[src/rtl/mux_pkg.sv]
// Shared definitions for the N:1 registered mux: mode encodings, output-stage
// states and the rotating first-one search used by the round-robin arbiter.
package mux_pkg;

    localparam logic MODE_FIXED = 1'b0;
    localparam logic MODE_RR    = 1'b1;

    localparam int MAX_CH  = 64;
    localparam int MAX_CHW = 6;

    typedef enum logic {
        ST_EMPTY = 1'b0,
        ST_FULL  = 1'b1
    } stage_e;

    // Index of the first set bit of req searching ptr+1, ptr+2, ... modulo nch,
    // or -1 when nothing is requesting. Indices >= nch are never visited.
    function automatic int rr_first_one(
        input logic [MAX_CH-1:0] req,
        input int                ptr,
        input int                nch
    );
        int idx;
        int j;
        idx = -1;
        // Walk from the farthest candidate to the nearest so the nearest wins.
        for (int k = MAX_CH; k >= 1; k--) begin
            if (k <= nch) begin
                j = ptr + k;
                if (j >= nch) begin
                    j = j - nch;
                end
                if (req[j[MAX_CHW-1:0]]) begin
                    idx = j;
                end
            end
        end
        return idx;
    endfunction

endpackage

[src/rtl/rr_arbiter.sv]
// Round-robin arbiter: one-hot grant to the first requester after ptr.
// ptr moves to the granted index only when adv is asserted.
module rr_arbiter
    import mux_pkg::*;
#(
    parameter  int NCH  = 4,
    localparam int SELW = $clog2(NCH)
) (
    input  logic           clk,
    input  logic           rst_n,
    input  logic [NCH-1:0] req,
    input  logic           adv,
    output logic [NCH-1:0] grant
);

    logic [SELW-1:0] ptr_q;
    int              win;

    always_comb begin
        win = rr_first_one(MAX_CH'(req), int'(ptr_q), NCH);
        for (int i = 0; i < NCH; i++) begin
            grant[i] = (win == i);
        end
    end

    // Reset to the last channel so channel 0 is searched first.
    always_ff @(posedge clk) begin
        if (!rst_n) begin
            ptr_q <= SELW'(NCH - 1);
        end else if (adv && (win >= 0)) begin
            ptr_q <= SELW'(win);
        end
    end

endmodule

[src/rtl/mux_nto1_rr.sv]
// N:1 registered valid/ready mux, fixed-select or round-robin, one-cycle latency.
// Optional packet lock (macro MUX_PKT_LOCK_EN) holds the grant until in_last.
module mux_nto1_rr
    import mux_pkg::*;
#(
    parameter  int WIDTH = 4,
    parameter  int NCH   = 4,
    localparam int SELW  = $clog2(NCH)
) (
    input  logic                 clk,
    input  logic                 rst_n,
    input  logic                 mode,
    input  logic [SELW-1:0]      sel,
    input  logic [NCH*WIDTH-1:0] in_data,
    input  logic [NCH-1:0]       in_valid,
    output logic [NCH-1:0]       in_ready,
    output logic [WIDTH-1:0]     out_data,
    output logic                 out_valid,
    input  logic                 out_ready,
    output logic [SELW-1:0]      out_ch
`ifdef MUX_PKT_LOCK_EN
    ,
    input  logic [NCH-1:0]       in_last,
    output logic                 out_last
`endif
);

    stage_e          state_q;
    stage_e          state_d;
    logic            load_en;
    logic            lock_hold;
    logic [NCH-1:0]  req;
    logic [NCH-1:0]  fixed_grant;
    logic [NCH-1:0]  rr_grant;
    logic [NCH-1:0]  grant;
    logic            xfer;
    logic [SELW-1:0] xfer_ch;
    logic [WIDTH-1:0] xfer_data;

`ifdef MUX_PKT_LOCK_EN
    logic            locked_q;
    logic [SELW-1:0] lock_ch_q;
    logic            xfer_last;

    // Mid-packet, only the owning channel may request, in either mode.
    always_comb begin
        lock_hold = locked_q;
        for (int i = 0; i < NCH; i++) begin
            req[i] = in_valid[i] & (!locked_q | (lock_ch_q == SELW'(i)));
        end
    end
`else
    always_comb begin
        lock_hold = 1'b0;
        req       = in_valid;
    end
`endif

    assign load_en = (state_q == ST_EMPTY) | out_ready;

    always_comb begin
        for (int i = 0; i < NCH; i++) begin
            fixed_grant[i] = req[i] & (lock_hold | (sel == SELW'(i)));
        end
    end

    rr_arbiter #(.NCH(NCH)) u_arb (
        .clk   (clk),
        .rst_n (rst_n),
        .req   (req),
        .adv   (xfer & (mode == MODE_RR)),
        .grant (rr_grant)
    );

    assign grant    = (mode == MODE_RR) ? rr_grant : fixed_grant;
    assign in_ready = grant & {NCH{load_en & rst_n}};
    assign xfer     = |(in_ready & in_valid);

    always_comb begin
        xfer_ch   = '0;
        xfer_data = '0;
`ifdef MUX_PKT_LOCK_EN
        xfer_last = 1'b0;
`endif
        for (int i = 0; i < NCH; i++) begin
            if (in_ready[i]) begin
                xfer_ch   = SELW'(i);
                xfer_data = in_data[i*WIDTH +: WIDTH];
`ifdef MUX_PKT_LOCK_EN
                xfer_last = in_last[i];
`endif
            end
        end
    end

    always_ff @(posedge clk) begin
        if (!rst_n) begin
            state_q <= ST_EMPTY;
        end else begin
            state_q <= state_d;
        end
    end

    always_comb begin
        state_d = state_q;
        case (state_q)
            ST_EMPTY: if (xfer) state_d = ST_FULL;
            ST_FULL:  if (xfer) state_d = ST_FULL;
                      else if (out_ready) state_d = ST_EMPTY;
            default:  state_d = ST_EMPTY;
        endcase
    end

    always_comb begin
        out_valid = (state_q == ST_FULL);
    end

    // Payload only moves on a transfer; a plain drain leaves it untouched.
    always_ff @(posedge clk) begin
        if (!rst_n) begin
            out_data <= '0;
            out_ch   <= '0;
        end else if (xfer) begin
            out_data <= xfer_data;
            out_ch   <= xfer_ch;
        end
    end

`ifdef MUX_PKT_LOCK_EN
    always_ff @(posedge clk) begin
        if (!rst_n) begin
            out_last  <= 1'b0;
            locked_q  <= 1'b0;
            lock_ch_q <= '0;
        end else if (xfer) begin
            out_last  <= xfer_last;
            locked_q  <= !xfer_last;
            lock_ch_q <= xfer_ch;
        end
    end
`endif

endmodule

[config.mk]
export PLATFORM = sky130hd
export DESIGN_NAME = mux_nto1_rr
export DESIGN_NICKNAME = d
export VERILOG_FILES = /design/src/rtl/mux_pkg.sv /design/src/rtl/rr_arbiter.sv /design/src/rtl/mux_nto1_rr.sv
export SDC_FILE = /design/constraint.sdc
export NUM_CORES = 1
export LEC_CHECK = 0
export CAP_MARGIN = 40
export CORE_MARGIN = 3
export CORE_UTILIZATION = 35
export CTS_BUF_LIST = sky130_fd_sc_hd__clkbuf_2 sky130_fd_sc_hd__clkbuf_4 sky130_fd_sc_hd__clkbuf_8
export DETAILED_ROUTE_END_ITERATION = 12
export PLACE_DENSITY = 0.7
export SKIP_CTS_REPAIR_TIMING = 1
export SYNTH_ARGS = -nofsm -noshare
export SYNTH_HDL_FRONTEND = slang
export SYNTH_SLANG_ARGS = --single-unit
[constraint.sdc]
create_clock -name clk -period 8.4 [get_ports clk]
set_input_delay 2.1 -clock clk [delete_from_list [all_inputs] [get_ports clk]]
set_output_delay 2.1 -clock clk [all_outputs]
set_load 0.01 [all_outputs]
---- Yosys cells after proc, flatten, opt, wreduce, memory -nomap -nowiden ----
Index checks and enable logic that the tools add are counted.
word-level totals
  register bits ........................... 9
  input bits .............................. 26
  word-level logic and storage cells ...... 69
operators by class
  add/subtract/negate cells ............... 8
  order comparisons ....................... 9
  equality and inequality tests ........... 6
  muxes and demuxes ....................... 28
  bitwise logic cells ..................... 10
  reduce and logical (&&, ||, !) cells .... 4
operators with widths
  cell                   count
  $mux 32                8
  $ge 32x4->1 const B    4
  $sub 32x4->32 const B  4
  $eq 32x3->1 const B    2
  $eq 32x2->1 const B    1
  $ge 32x1->1 const B    1
  $logic_not 32->1       1
  $lt 6x7->1 const B     4
  $bmux 1 s6             4
  $mux 4                 5
  $and 4x4->4            2
  $mux 1                 8
  $add 2x2->3 const B    2
  $and 1x1->1            6
  $add 2x3->4 const B    1
  $eq 2x2->1 const B     2
  $mux 2                 2
  $reduce_or 4->1        1
  $add 2x1->3 const B    1
  $eq 2x1->1 const B     1
  $logic_not 2->1        1
  $pmux 1 s2             1
  $logic_and 1x1->1      1
  $not 1->1              1
  $or 1x1->1             1

---- Depth between registers and ports, before layout ----
Gate-level depths: netlist of the first run.
  depth in word-level cells ............... 16
  mapped depth ............................ 11
  mapped depth without buffers ............ 9

---- By module ----
From an unflattened synthesis of the first run, not the netlist that was laid out.
unflattened totals
  cells, all modules ...................... 127
  area total of the unflattened synthesis .. 1101.1 µm²
modules (own cells, without submodules)
  module       times used  cells an instance  area each (µm²)  seq. area each (µm²)
  mux_nto1_rr  1           74                 635.6            140.1
  rr_arbiter   1           53                 465.4            40.0

---- Worst setup path before layout of the first run ----
Ideal clock, no wire load.
  path kind ............................... input to output
  start point ............................. input in_valid[2]
  end point ............................... output in_ready[0]
  arrival time ............................ 3518 ps
  data required time ...................... 6300 ps
  slack ................................... 2782 ps
  stages on the path ...................... 5
  path buffers ............................ 1
  path through ............................ mux4_2 -> a21oi_2 -> mux2_4 -> a32o_1 -> clkbuf_1
on the way
  word-level cells in the longest chain between the ends .. 9
  elaborated cells on any way between the ends .. 15
  those cells by class .................... mux (13); bitwise (1); reduce/logical (1)
RTL lines
  item                          RTL line           text
  from (decl)                   mux_nto1_rr.sv:15  input logic [NCH-1:0] in_valid,
  $bmux 1 s6                    mux_pkg.sv:33      if (req[j[MAX_CHW-1:0]]) begin
  $mux 1 (not written as such)  mux_pkg.sv:33
  $mux 32 (3 in a row)          mux_pkg.sv:33
  $mux 32 *                     mux_pkg.sv:33
  $logic_not 32->1 *            rr_arbiter.sv:22   grant[i] = (win == i);
  $mux 4 *                      mux_nto1_rr.sv:75  assign grant = (mode == MODE_RR) ? rr_grant : fixed_grant;
  $and 4x4->4 *                 mux_nto1_rr.sv:76  assign in_ready = grant & {NCH{load_en & rst_n}};
  to (decl)                     mux_nto1_rr.sv:16  output logic [NCH-1:0] in_ready,
Every way passes the cells marked *; elsewhere a longest branch is shown, timed or not. The select of a mux whose other input is x is not followed.

---- Worst setup path in the final report of the first run ----
  start point ............................. input in_valid[3]
  end point ............................... output in_ready[3]
on the way
  word-level cells in the longest chain between the ends .. 9
  elaborated cells on any way between the ends .. 16
  those cells by class .................... eq/ne (1); mux (13); bitwise (2)
RTL lines
  item                          RTL line
  $bmux 1 s6                    mux_pkg.sv:33
  $mux 1 (not written as such)  mux_pkg.sv:33
  $mux 32 (4 in a row)          mux_pkg.sv:33
  $eq 32x3->1                   rr_arbiter.sv:22
  $mux 4 *                      mux_nto1_rr.sv:75
  $and 4x4->4 *                 mux_nto1_rr.sv:76
Marked as above.

==> results.toml, run 1 <==
[status]
outcome = "finished, final reports clean"

[sta]
setup_viol = 0
fmax_mhz = 147
tns_ps = 0
hold_viol = 0
tightest_slew_ps = 558
timing.final.crit_share_pct = 81.1
period_needed_ps = 6810
rsz0062_at_grt = "false"
fin_worst_skew_ps = 6.65
relSlewSlack_pct = 62.8
drv_slew = 0
timing.hold.ws_ps = 514

[die]
initial_core_util_pct = 39.0
dieWidth_um = 53.9
core.rowCount = 16
pin_count = 37
die_area_mm2 = 0.00291
core_mm2 = 0.00206
dieHeight_um = 53.9

[yosys]
yosysUniqueCellTypes = 43
synthXorXnorAreaFrac_pct = 0
synth.avg_cell_area_um2 = 8.84
synthAdderAreaFrac_pct = 4.67
yosys.area_share.simple_pct = 15.1
synth-seq-cells = 9
synth_nets = 120
synth_edf_count = 0
synth_top_family_by_area = "compound AO/OA/AOI/OAI gates"
synth_area_um2 = 805
postSynthCellCount = 91
ys.flop_type = "dfxtp_1"
yosys-top-cells-count = "dfxtp_1 (9), nand2_1 (7), nor2_1 (6)"
yosysWarningCount = 0
synthMuxAreaShare_pct = 13.4
synth_top_area_share_pct = 22.4
synth_most_common_cell = "dfxtp_1"
synthArstFlopShare_pct = 0
synth_top_area_cell = "dfxtp_1"
ys_seq_area_share_pct = 22.4
synth_area_leaders = "dfxtp_1 (22%), mux2_4 (5.6%), a222oi_1 (5.0%), mux2i_1 (5.0%), ha_1 (4.7%)"
synth_compound_area_share_pct = 39.0

[power_and_ir_drop]
p_per_area_mw_per_mm2 = 160
irDropWorstVdd_mv = 0.110
p_leak_nw = 0.488

[hold_path]
hold_path_class = "reg2reg"

[place]
dp.final_hpwl_um = 1780
io_buffers = 36
gp_congestion = 0.858

[critical_path]
worst_r2r_endpoint = "out_ch[1]$_SDFFE_PN0P_"
timing_worst_setup_path_type = "in2out"
crit_start = "in_valid[3]"
cp.required_ps = 6300
crit_arrival_ps = 4710
endpoint = "in_ready[3]"
r2r_start = "u_arb.ptr_q[0]$_SDFFE_PN1P_"
rr_worst_depth = 8
r2r_slack_ps = 4970
critPathMaxFanout = 7
crit_path_start_kind = "input pin"
end_kind = "output port"

[layout]
fillers = 177
nets = 157
area_growth_syn_to_layout_pct = 49.8
antenna_cells = 0
drive_above_1_share_pct = 10.2

[global_route]
grt_overflow_total = 0
grt_max_degree = 13
grt_usage_pct = 18.3
antenna_found_initial = 0
grt_pass1_vias = 881
grt_pass1_wl_um = 3870

[cts]
root_buffer = "clkbuf_4"
htree_levels = 1
cts_made_buffers = 3
clock_latency_ps = 270
cts.sinks = 9
clockBufferDepth = 2
cts_tree = "yes"
clk_pin_slew_ps = 70

[drt]
viasPerCell = 5.97
drt_iter0_markers = 35
drt.antenna.violating_nets = 0
first_pass_iters = 4
drc = 0
vias = 920
wl_per_cell_um = 15.0
finalWirelength_um = 2300

[flow_run]
maxCapViolations = 0
-- registers in the layout, indices dropped and copies added (netlist names) --
name         count
out_valid        1
out_data         4
out_ch           2
u_arb.ptr_q      2
-- power breakdown --
part | internal [mW] | switching, mW | leakage (nW)
Combinational | 0.0549 | 0.0466 | 0.396
Sequential | 0.0507 | 0.00636 | 0.0742
Clock | 0.0176 | 0.0170 | 0.0177
-- layout by cell type (no fill, tap or decap), types with 2 or more instances in the layout --
| cell type | Yosys | routed |
|---|---|---|
| a221oi_1 | 2 | 2 |
| a222oi_1 | 4 | 4 |
| a31oi_1 | 4 | 4 |
| clkbuf_4 | 0 | 3 |
| clkdlybuf4s50_1 | 0 | 36 |
| dfxtp_1 | 9 | 9 |
| ha_1 | 3 | 3 |
| inv_1 | 4 | 4 |
| mux2_4 | 3 | 3 |
| mux2i_1 | 4 | 4 |
| nand2_1 | 7 | 7 |
| nand2b_1 | 2 | 2 |
| nor2_1 | 6 | 6 |
| o211ai_1 | 2 | 2 |
| o21a_1 | 2 | 2 |
| o21ai_0 | 2 | 2 |
| o22ai_1 | 4 | 4 |
| o41ai_1 | 4 | 4 |
-- layout make-up --
cell class              instances  area, um2  area share [%]
repair buffers                 37        368            30.5
multi-input cells              73        581            48.2
inverters                       4       15.0            1.25
clock inverters                 1       5.00           0.415
flip-flops and latches          9        180            15.0
clock buffers                   3       22.5            1.87
well taps                      27       33.8            2.80
-- stage by stage --
step / instances / util [%] / area, um2 / total power, mW / setup WS [ps]
after floorplan: 91 / - / 805 / 0.119 / 2780
after global placement: 150 / 57.1 / 1180 / 0.158 / 1650
after detailed placement: 150 / 57.1 / 1180 / 0.159 / 1620
after CTS: 154 / 58.4 / 1200 / 0.195 / 1590
after global routing: 154 / 58.4 / 1200 / 0.209 / 1480
final: 154 / 58.4 / 1200 / 0.193 / 1590
-- critical path: stages --
cell	delay [ps]
clkdlybuf4s50_1	520
mux4_2	550
a21oi_2	190
mux2_4	340
o22ai_1	390
clkdlybuf4s50_1	620
-- worst min-delay path by stage --
stage	from	to	slack, ps	depth (start not counted)
after floorplan	out_ch[1]$_SDFFE_PN0P_	out_ch[1]$_SDFFE_PN0P_	540	1
after global placement	out_ch[1]$_SDFFE_PN0P_	out_ch[1]$_SDFFE_PN0P_	490	1
after detailed placement	out_ch[1]$_SDFFE_PN0P_	out_ch[1]$_SDFFE_PN0P_	490	1
after CTS	out_ch[1]$_SDFFE_PN0P_	out_ch[1]$_SDFFE_PN0P_	510	1
after global routing	out_ch[1]$_SDFFE_PN0P_	out_ch[1]$_SDFFE_PN0P_	550	1
final	out_ch[1]$_SDFFE_PN0P_	out_ch[1]$_SDFFE_PN0P_	510	1
-- kinds of logic after synthesis --
group                    after synthesis
adder cells (fa/ha/maj)                3
AND/OR/NAND/NOR                       24
AO/OA/AOI/OAI                         38
multiplexers                           8
flip-flops                             9
buffers and inverters                  9
-- routing by layer --
| metal | track usage, % | up-vias | wire length (um) |
|---|---|---|---|
| li1 | - | 445 | - |
| met2 | 29.4 | 42 | 1040 |
| met5 | 0 | - | 0 |
| met4 | 8.51 | 0 | 38 |
| met3 | 6.93 | 5 | 245 |
| met1 | 21.4 | 428 | 984 |
Note: power is estimated with default switching activity, not from simulation.
==> run 2: changes to the inputs <==
- PLACE_DENSITY: 0.7 -> 0.72
- clock period: 8.4 -> 5.9 ns (I/O delays scaled with it)
==> run 2 against run 1 <==
  * Clock power rose by 54%
  * Global-route usage fell by 0.31 points
  * Clock skew fell by 4.1 ps
  * Via count fell by 0.43%
  * Final cell count rose by 1.9%
  * Clock-buffer cell count rose by 1
  * Non-clock buffer count rose by 3
  * First-iteration DRC count rose by 2.9%
  * Register-to-register slack got worse by 2500 ps
  * Sequential cell count did not move
  * Combinational power rose by 47%
  * Critical path type unchanged
  * Highest routed layer unchanged
==> results.toml, run 2 (same netlist as run 1, synthesis figures left out) <==
[status]
outcome = "finished, final reports clean"

[global_route]
grt_pass1_vias = 915
grt_overflow_total = 0
grt_pass1_wl_um = 3870
grt_max_degree = 13
antenna_found_initial = 0
grt_usage_pct = 18.0

[power_and_ir_drop]
p_total_mw = 0.283
p_per_area_mw_per_mm2 = 230
p_leak_nw = 0.504
irDropWorstVdd_mv = 0.136

[place]
gp_congestion = 0.884
dpl.cell_count = 153
dp.final_hpwl_um = 1900
io_buffers = 36

[sta]
relSlewSlack_pct = 64.3
period_needed_ps = 5380
fmax_mhz = 186
drv_slew = 0
tns_ps = 0
rsz0062_at_grt = "false"
tightest_slew_ps = 535
hold_viol = 0
fin_worst_skew_ps = 2.51
timing.final.crit_share_pct = 91.2
setup_viol = 0

[die]
die_area_mm2 = 0.00291
initial_core_util_pct = 39.0
dieHeight_um = 53.9
core.rowCount = 16
core_mm2 = 0.00206
dieWidth_um = 53.9
pin_count = 37

[layout]
antenna_cells = 0
regMostFlops = "out_data"
area_growth_syn_to_layout_pct = 52.9
nets = 160
drive_above_1_share_pct = 12.3
fillers = 184
final_common_cell = "clkdlybuf4s50_1"
largest_reg_flops = 4
reg.largest.list = "out_data x4, out_ch x2, u_arb.ptr_q x2"
layout_common_cells = "clkdlybuf4s50_1 (36), dfxtp_1 (9), nand2_1 (7), nor2_1 (6)"
stdcell_count = 157

[drt]
viasPerCell = 5.83
drt.antenna.violating_nets = 0
finalWirelength_um = 2390
wl_per_cell_um = 15.2
first_pass_iters = 4
drt_iter0_markers = 36
vias = 916
drc = 0

[critical_path]
crit_arrival_ps = 3900
crit_path_start_kind = "input pin"
cp.required_ps = 4430
end_kind = "output port"
critPathMaxFanout = 7
timing_worst_setup_path_type = "in2out"
rr_worst_depth = 9

[hold_path]
hold_depth = 1
hold_path_class = "reg2reg"

[cts]
clock_latency_ps = 260
cts_tree = "yes"
htree_levels = 1
root_buffer = "clkbuf_4"
cts_made_buffers = 3
clk_pin_slew_ps = 70
clockBufferDepth = 2
cts.sinks = 9

[flow_run]
maxCapViolations = 0
[run 2: cell count changes in the layout (fill, tap and decap cells not counted)]
| cell | change |
|---|---|
| clkbuf_4 | +1 |
| buf_4 | +3 |
| clkinv_2 | -1 |
[run 2: power breakdown]
part	leakage, nW	switching, mW	total [mW]	internal, mW
Combinational	0.412	0.0679	0.148	0.0804
Clock	0.0184	0.0225	0.0532	0.0307
Sequential	0.0742	0.00882	0.0811	0.0722
[run 2: metrics by stage]
step / hold WS, ps / area, um2 / utilization, % / setup WS [ps]
global route: 548 / 1230 / 59.6 / 362
global placement: 486 / 1200 / 58.2 / 571
floorplan: 538 / 805 / - / 1530
CTS: 514 / 1230 / 59.6 / 528
finish: 510 / 1230 / 59.6 / 520
detailed placement: 492 / 1200 / 58.2 / 556
[run 2: final timing paths]
check	slack, ps	to	start
max	520	in_ready[3]	in_valid[3]
min reg2reg	510	out_ch[1]$_SDFFE_PN0P_	out_ch[1]$_SDFFE_PN0P_
min	510	out_ch[1]$_SDFFE_PN0P_	out_ch[1]$_SDFFE_PN0P_
max reg2reg	2460	out_ch[1]$_SDFFE_PN0P_	u_arb.ptr_q[0]$_SDFFE_PN1P_
[run 2: cell type report]
cell class / instances / area [um2] / area share (%)
Tap cell: 27 / 33.8 / 2.75
Clock buffer: 4 / 30.0 / 2.44
Multi-Input combinational cell: 73 / 581 / 47.2
Inverter: 4 / 15.0 / 1.22
Sequential cell: 9 / 180 / 14.6
Timing Repair Buffer: 40 / 390 / 31.7
[run 2: critical path, cell delays in order]
cell	delay, ps
clkdlybuf4s50_1	510
mux4_2	550
a21oi_2	190
mux2_4	340
o22ai_1	250
clkdlybuf4s50_1	590
[run 2: metal layers]
layer / wire, um / GRT usage (%) / share of wire [%]
met5: 0 / 0 / 0
met4: 47 / 6.38 / 2.0
met3: 226 / 5.82 / 9.5
met2: 1150 / 32.3 / 48
met1: 970 / 19.6 / 41
==> run 3: changes to the inputs <==
- SKIP_LAST_GASP: not set -> 1
==> results of run 3 <==
The final DEF is identical to that of run 2; final timing and power are the same.
==> patch: new RTL, flow settings as in run 2 <==
`NCH` is set to 4 in 2 places; all go to 8.
--- a/src/rtl/rr_arbiter.sv
+++ b/src/rtl/rr_arbiter.sv
@@ -4,5 +4,5 @@
     import mux_pkg::*;
 #(
-    parameter  int NCH  = 4,
+    parameter  int NCH  = 8,
     localparam int SELW = $clog2(NCH)
 ) (
--- a/src/rtl/mux_nto1_rr.sv
+++ b/src/rtl/mux_nto1_rr.sv
@@ -5,5 +5,5 @@
 #(
     parameter  int WIDTH = 4,
-    parameter  int NCH   = 4,
+    parameter  int NCH   = 8,
     localparam int SELW  = $clog2(NCH)
 ) (
Interface: changed (5 resized); port bits go from 37 to 63. No check against the original RTL was run, so the function may have changed too.
==> patch against run 2 <==
Worst setup slack worse by 0.43 ns. Wire length rose to 3.1 times the old value. Sequential cell count rose by 2. Core utilization shrank 3.5 points. Clock skew is essentially flat. Critical path type unchanged. Die area is 130% higher. Worst hold slack worse by 0.0093 ns. Area after synthesis increased to 2.5 times the old value. Final area rose to 2.5 times the old value. Total power rose to 3.8 times the old value.
==> patch: results (changes against run 2) <==
* Adder-Cell Fraction of Synth Area at 4.92% (+0.25 points)
* DR iter-0 viols at 142 (+290%)
* Pre-CTS setup slack at -0.325 ns (-0.881 ns)
* Vias in the first global route at 2329 (+150%)
* Syn Nets at 298 (+150%)
* WL per Instance at 17.6 um (+16%)
* Antenna violations before repair at 1 (+1)
* Xor-xnor portion of the synthesized cell area at 1.72% (+1.7 points)
* Max_slew headroom at 56.9% (-7.5 points)
* TritonRoute pass-1 iters at 5 (+1)
* Post-DP HPWL at 6.04 mm (+220%)
* Hold Crit Class: flop to flop
* Syn. warnings at 0 (unchanged)
* Vias at 2407 (+160%)
* Most frequent cells after synthesis: 22 x nand2_1, 19 x nor2_1, 15 x mux2i_1
* Clk slew on worst S/H paths at 0.05 ns (-0.02 ns)
* Cts bufs inserted at 3 (unchanged)
* Dominant cells by area after synthesis: mux4_2 12%, dfxtp_1 11%, mux2i_1 7.4%, ha_1 4.9%, nand2_1 4.1%
* Critical path fanouts, max at 5 (-2)
* Leakage power at 1.39 nW (+180%)
* Synth Area in Compound Gates at 30.4% (-8.6 points)
* NumNets Final at 404 (+150%)
* Placed cell area at 3020 sq um (+150%)
* Root buf cell: clkbuf_8
* Seq/Total Area, Yosys at 10.8% (-12 points)
* First-pass GRT wire length at 11.4 mm (+190%)
* Gpl congestion at 0.943 (+6.7%)
* Mapped Cells at 243 (+170%)
* Mux cell area share after synthesis at 22.3% (+8.9 points)
* Worst vdd ir at 0.000229 V (+68%)
* Fill cells at 515 (+180%)
* Leading registers by flop count: out_data: 4 flops, out_ch: 3 flops, u_arb.ptr_q: 3 flops
* Status: finished, final reports clean
* Worst clock skew at 0.00246 ns (-0.0000517 ns)
* IO Port Bufs at 62 (+72%)
* Top FF cell, synth: dfxtp_1
* Synth-to-Final Area Change at 53.8%
* Overall Global Routing Usage at 21.9% (+3.9 points)
* Post-synthesis async set-or-reset flop share at 0% (unchanged)
* Non-filler cells, final at 421 (+170%)
* Maximum clock insertion buffer count at 2 (unchanged)
* Clock sinks at 11 (+2)
* Clk Latency, worst-skew pair at 0.23 ns (-0.03 ns)
* Layout cell share with drive strength beyond 1 at 27.9% (+16 points)
* Largest net degree at the start of global routing at 24 (+11)
* Yosys cell types at 67 (+56%)
* Htree depth at 1 (unchanged)
==> patch: metal layers <==
metal	up-vias	GRT usage (%)	routed length [um]
li1	1154	-	-
met1	1161	29.3	3250
met2	84	35.9	3710
met3	8	3.36	364
met4	0	6.81	83
met5	-	0	0
==> patch: power breakdown <==
group | internal, mW | switching, mW
logic | 0.425 | 0.452
clock network | 0.0518 | 0.0260
registers | 0.0975 | 0.0110
total | 0.575 | 0.489
==> patch: logic make-up (layout without fill, tap and decap cells) <==
logic type | count (synthesis) | in the layout
AO/OA/AOI/OAI | 78 | 78
XOR/XNOR | 4 | 4
adder cells (fa/ha/maj) | 8 | 8
buffers and inverters | 24 | 129
flip-flops | 11 | 11
multiplexers | 31 | 31
other | 0 | 1
AND/OR/NAND/NOR | 87 | 87
==> patch: worst max-delay path, stage by stage <==
cell and delay, ns:
dlymetal6s2s_1 0.17, buf_4 0.16, mux4_2 0.51, mux2_2 0.35, a21oi_4 0.15, o211ai_1 0.16, a21oi_1 0.21, buf_4 0.14
nor3_2 0.06, o31a_4 0.35, inv_2 0.06, clkdlybuf4s50_1 0.52
==> patch: layout make-up <==
type                    count  area, sq um  share of cell area (%)
diodes                      1         2.50                  0.0800
clock buffers               4         48.8                    1.56
inverters                  10         37.5                    1.20
multi-input cells         208         1700                    54.5
flip-flops and latches     11          220                    7.04
well taps                  72         90.1                    2.88
repair buffers            115         1030                    32.8
==> patch: worst paths after layout <==
path	startpoint	end	slack (ns)	depth (start not counted)
max reg2reg	u_arb.ptr_q[1]	out_data[0]	1.43	15
min reg2reg	out_ch[0]	out_ch[0]	0.50	2
max	in_valid[1]	in_ready[3]	0.09	12
min	out_ch[0]	out_ch[0]	0.50	2
